$ cat src/rtl/casc_rx_buffer.sv
// casc_rx_buffer: first-word-fall-through buffer at the receive end of a
// registered cascade path. Drives the upstream clock-enable (EN) and offers
// the head word downstream on a valid/ready handshake.
// Optional feature macro: CASC_BUF_BYPASS_EN lets a same-cycle pop free
// the slot when full (adds a combinational out_ready -> EN path).
module casc_rx_buffer #(
  parameter int size  = 48,
  parameter int DEPTH = 4
) (
  input  logic                       clk,
  input  logic                       rst,
  input  logic [size-1:0]            in,
  input  logic                       in_valid,
  output logic                       EN,
  output logic [size-1:0]            out,
  output logic                       out_valid,
  input  logic                       out_ready,
  output logic [$clog2(DEPTH):0]     count
);

  localparam int AW = $clog2(DEPTH);
  localparam int CW = AW + 1;
  localparam logic [CW-1:0] FULL = CW'(DEPTH);

  logic [size-1:0] mem_q [DEPTH];
  logic [size-1:0] mem_d [DEPTH];
  logic [AW-1:0]   wr_ptr_q, wr_ptr_d;
  logic [AW-1:0]   rd_ptr_q, rd_ptr_d;
  logic [CW-1:0]   count_q, count_d;
  logic            out_valid_q, out_valid_d;
  logic            push, pop;

  // Upstream enable: depends only on occupancy and reset (plus out_ready
  // when the full-occupancy bypass is built in).
  always_comb begin
`ifdef CASC_BUF_BYPASS_EN
    EN = ~rst & ((count_q != FULL) | out_ready);
`else
    EN = ~rst & (count_q != FULL);
`endif
  end

  // Handshake qualifiers and head-of-buffer outputs.
  always_comb begin
    push      = in_valid & EN;
    pop       = out_valid_q & out_ready;
    out       = mem_q[rd_ptr_q];
    out_valid = out_valid_q;
    count     = count_q;
  end

  // Next-state: write at wr_ptr, advance pointers, track occupancy.
  always_comb begin
    mem_d    = mem_q;
    wr_ptr_d = wr_ptr_q;
    rd_ptr_d = rd_ptr_q;
    count_d  = count_q;
    if (push) begin
      mem_d[wr_ptr_q] = in;
      wr_ptr_d        = wr_ptr_q + AW'(1);
    end
    if (pop) begin
      rd_ptr_d = rd_ptr_q + AW'(1);
    end
    case ({push, pop})
      2'b10:   count_d = count_q + CW'(1);
      2'b01:   count_d = count_q - CW'(1);
      default: count_d = count_q;
    endcase
    out_valid_d = (count_d != '0);
  end

  // State registers; reset clears storage so out reads zero.
  always_ff @(posedge clk or posedge rst) begin
    if (rst) begin
      for (int unsigned i = 0; i < DEPTH; i++) begin
        mem_q[i] <= '0;
      end
      wr_ptr_q    <= '0;
      rd_ptr_q    <= '0;
      count_q     <= '0;
      out_valid_q <= 1'b0;
    end else begin
      for (int unsigned i = 0; i < DEPTH; i++) begin
        mem_q[i] <= mem_d[i];
      end
      wr_ptr_q    <= wr_ptr_d;
      rd_ptr_q    <= rd_ptr_d;
      count_q     <= count_d;
      out_valid_q <= out_valid_d;
    end
  end

endmodule
$ cat config.mk
export PLATFORM = sky130hd
export DESIGN_NAME = casc_rx_buffer
export DESIGN_NICKNAME = d
export VERILOG_FILES = /design/src/rtl/casc_rx_buffer.sv
export SDC_FILE = /design/constraint.sdc
export NUM_CORES = 1
export LEC_CHECK = 0
export BUFFER_PORTS_ARGS = -buffer_cell sky130_fd_sc_hd__buf_2
export CORE_ASPECT_RATIO = 0.9
export CORE_MARGIN = 10
export CORE_UTILIZATION = 29
export DETAILED_ROUTE_END_ITERATION = 10
export SLEW_MARGIN = 15
export SYNTH_ARGS = -nofsm -noshare
export SYNTH_HDL_FRONTEND = slang
export SYNTH_SLANG_ARGS = --single-unit
$ cat constraint.sdc
create_clock -name clk -period 5.8 [get_ports clk]
set_clock_uncertainty 0.1 [all_clocks]
set_input_delay 0.58 -clock clk [delete_from_list [all_inputs] [get_ports clk]]
set_output_delay 0.58 -clock clk [all_outputs]
set_load 0.005 [all_outputs]
==> impl_metrics.toml <==
[pwr]
power_frac_comb_pct = 38.4
p_seq_share_pct = 41.9
switching_share_pct = 29.6
max_vdd_drop_v = 0.000247
power.static_leakage_uw = 0.00456
switchingPower_uw = 1820
cellPowerDensity_nw_per_um2 = 579
share_clk_of_total_power_pct = 19.7
p_int_uw = 4310

[timing]
slew_viol_final = 0
timing.slew.headroom_pct = 38.6
final_sum_of_negative_setup_slack_ps = 0
layout_min_cycle_time_ps = 3220
hold_viol_final = 0
maxClockFrequency_mhz = 311
final.period_utilization_pct = 55.4
final.hold.worst_slack_ps = 144
setup_viol = 0
fin_ws_ps = 2580
rsz0062_at_grt = "no"
tightest_slew_ps = 921

[setup_path]
reg2reg_slack_ps = 3240
setup.worst_path.class = "flop to output pin"
worstReg2RegEnd = "out_valid"
worstReg2RegStart = "count[1]"
critical_path.endpoint_type = "output pin"
worstPathMaxFanout = 26
worst-endpoint-arrival_ps = 2540
worst-endpoint-required_ps = 5120
worst-r2r-cell-count = 8
worstSetupStartpointType = "flop"

[floorplanning]
number_of_top_level_pins = 105
die_area_um2 = 38700
initial_core_util_pct = 29.4
std_cell_rows = 61
floorplan.core_area_um2 = 30800
die_h_um = 188
chipWidth_um = 206

[global_route]
first_global_vias = 5311
grt_overflow = 0
largest_net_degree_at_the_start_of_global_routing = 119
grt_pass1_wl_um = 31500
grt_util_all_layers_pct = 10.4
antenna_violations_before_repair = 0

[cells_and_area]
insertedDiodeCount = 0
stdcell_area_um2 = 10600
num-nets-final = 666
layout_common_cells = "sky130_fd_sc_hd__dfrtp_1, sky130_fd_sc_hd__mux2_2, sky130_fd_sc_hd__buf_2"
area_growth_pct = 16.7
final_common_cell = "sky130_fd_sc_hd__dfrtp_1"
share_of_layout_cells_above_drive_strength_1_pct = 63.9

[drt]
drt_first_iter_violations = 198
drc_markers = 0
route.antenna.remaining_nets = 0
post_drt_via_cell_ratio = 4.53
detail_route.wirelength_um = 19300
routed-via-count = 4663
drt_pass1_iterations = 4
average_routed_wire_per_standard_cell_um = 18.8

[min_path]
hold_path.class = "input port to async pin"

[logic_synthesis]
post_synthesis_cells = 506
synth_area_um2 = 9060
synth-seq-cells = 200
synth.avg_cell_area_um2 = 17.9
yosysWarningCount = 0
seq_area_frac_synth_pct = 55.2
synthDistinctLibCells = 21
mappedNetlistNets = 564

[clocking]
cts_hold_buf = 0
numCtsBuffers = 17
postCtsSetupBuffers = 0
cts_max_level = 4
clock_insertion_delay_worst_skew_ps = 430
tritoncts = "done"
cts.clk_slew.worst_paths_ps = 70
clock_tree.buffer_depth = 2
cts_repair_resize_count = 0
ctsRootBufferMaster = "sky130_fd_sc_hd__clkbuf_16"
numClockSinks = 200

[placement]
place.detailed.hpwl_um = 11900
placement.cell_area_um2 = 9990
gp_congestion = 0.707
pre_cts_ws_ps = 2950
io_buffers = 104

[job]
max_cap_violations = 0

[status]
status = "completed"
cell usage after synthesis:
library cell / n / area share, %
sky130_fd_sc_hd__nor3b_1: 1 / 0.083
sky130_fd_sc_hd__dfrtp_1: 200 / 55
sky130_fd_sc_hd__fa_1: 1 / 0.22
sky130_fd_sc_hd__nor2_1: 2 / 0.083
sky130_fd_sc_hd__buf_2: 18 / 0.99
sky130_fd_sc_hd__or2_2: 1 / 0.069
sky130_fd_sc_hd__and2_1: 1 / 0.069
sky130_fd_sc_hd__nor3b_4: 1 / 0.21
sky130_fd_sc_hd__mux2_2: 114 / 14
sky130_fd_sc_hd__o21ai_0: 2 / 0.11
sky130_fd_sc_hd__xnor2_1: 4 / 0.39
sky130_fd_sc_hd__buf_6: 12 / 1.5
sky130_fd_sc_hd__ha_1: 5 / 0.69
sky130_fd_sc_hd__mux4_2: 48 / 12
sky130_fd_sc_hd__nand2_1: 5 / 0.21
sky130_fd_sc_hd__mux2_4: 80 / 13
sky130_fd_sc_hd__clkbuf_1: 1 / 0.041
sky130_fd_sc_hd__nor3_2: 4 / 0.44
sky130_fd_sc_hd__inv_1: 4 / 0.17
sky130_fd_sc_hd__xor2_1: 1 / 0.097
sky130_fd_sc_hd__o211ai_1: 1 / 0.083
how the worst max path moves through the flow:
| stage | startpoint | slack [ps] | end | cells after the start |
|---|---|---|---|---|
| final | rd_ptr_q[0] | 2580 | out[40] | 3 |
| after global routing | rd_ptr_q[0] | 2370 | out[40] | 3 |
| after CTS | rd_ptr_q[0] | 2460 | out[40] | 3 |
| after global placement | rd_ptr_q[0] | 2990 | out[40] | 3 |
| after detailed placement | rd_ptr_q[0] | 2950 | out[40] | 3 |
| after floorplan | rst | 2530 | count[0] | 1 |
worst max-delay path, stage by stage (launching register included):
cell	delay (ps)
sky130_fd_sc_hd__dfrtp_4	780
sky130_fd_sc_hd__buf_4	550
sky130_fd_sc_hd__mux4_2	590
sky130_fd_sc_hd__buf_2	150
cell type report:
type,instances,area [µm²]
clock buffers,18,439
multi-input cells,271,3840
clock inverters,13,146
well taps,409,512
flip-flops and latches,200,5010
inverters,4,18.8
repair buffers,114,608
fillers,2991,20300
power by group through the flow:
stage	Combinational, µW	Sequential, µW	Clock, µW
floorplan	1860	2370	0
global placement	2360	2600	0
detailed placement	2420	2600	0
CTS	2420	2580	1270
global route	2570	2680	1320
finish	2350	2560	1210
kinds of logic after synthesis:
group	count (synthesis)	share of synthesized area, %
flip-flops	200	55.2
buffers and inverters	35	2.69
multiplexers	242	39.3
AO/OA/AOI/OAI	3	0.193
XOR/XNOR	5	0.483
adder cells (fa/ha/maj)	6	0.911
AND/OR/NAND/NOR	15	1.16
stage by stage:
| stage | power, µW | std cells | utilization [%] |
|---|---|---|---|
| global placement | 4960 | 998 | 32.4 |
| floorplan | 4220 | 506 | - |
| detailed placement | 5010 | 998 | 32.4 |
| finish | 6130 | 1029 | 34.3 |
| global route | 6570 | 1029 | 34.3 |
| CTS | 6270 | 1029 | 34.3 |
layer usage:
layer / part of all wire, % / global-route usage, %
met1: 49 / 14.3
met2: 46 / 15.8
met4: 1.1 / 2.69
met3: 3.6 / 2.79
met5: 0 / 0
flip-flops by register name, summed over array words and instances, names as in the netlist:
| signal | cells |
|---|---|
| mem_q | 192 |
| out_valid | 1 |
| rd_ptr_q | 2 |
| count | 3 |
| wr_ptr_q | 2 |
No activity file was read; power rests on OpenSTA's default activity.
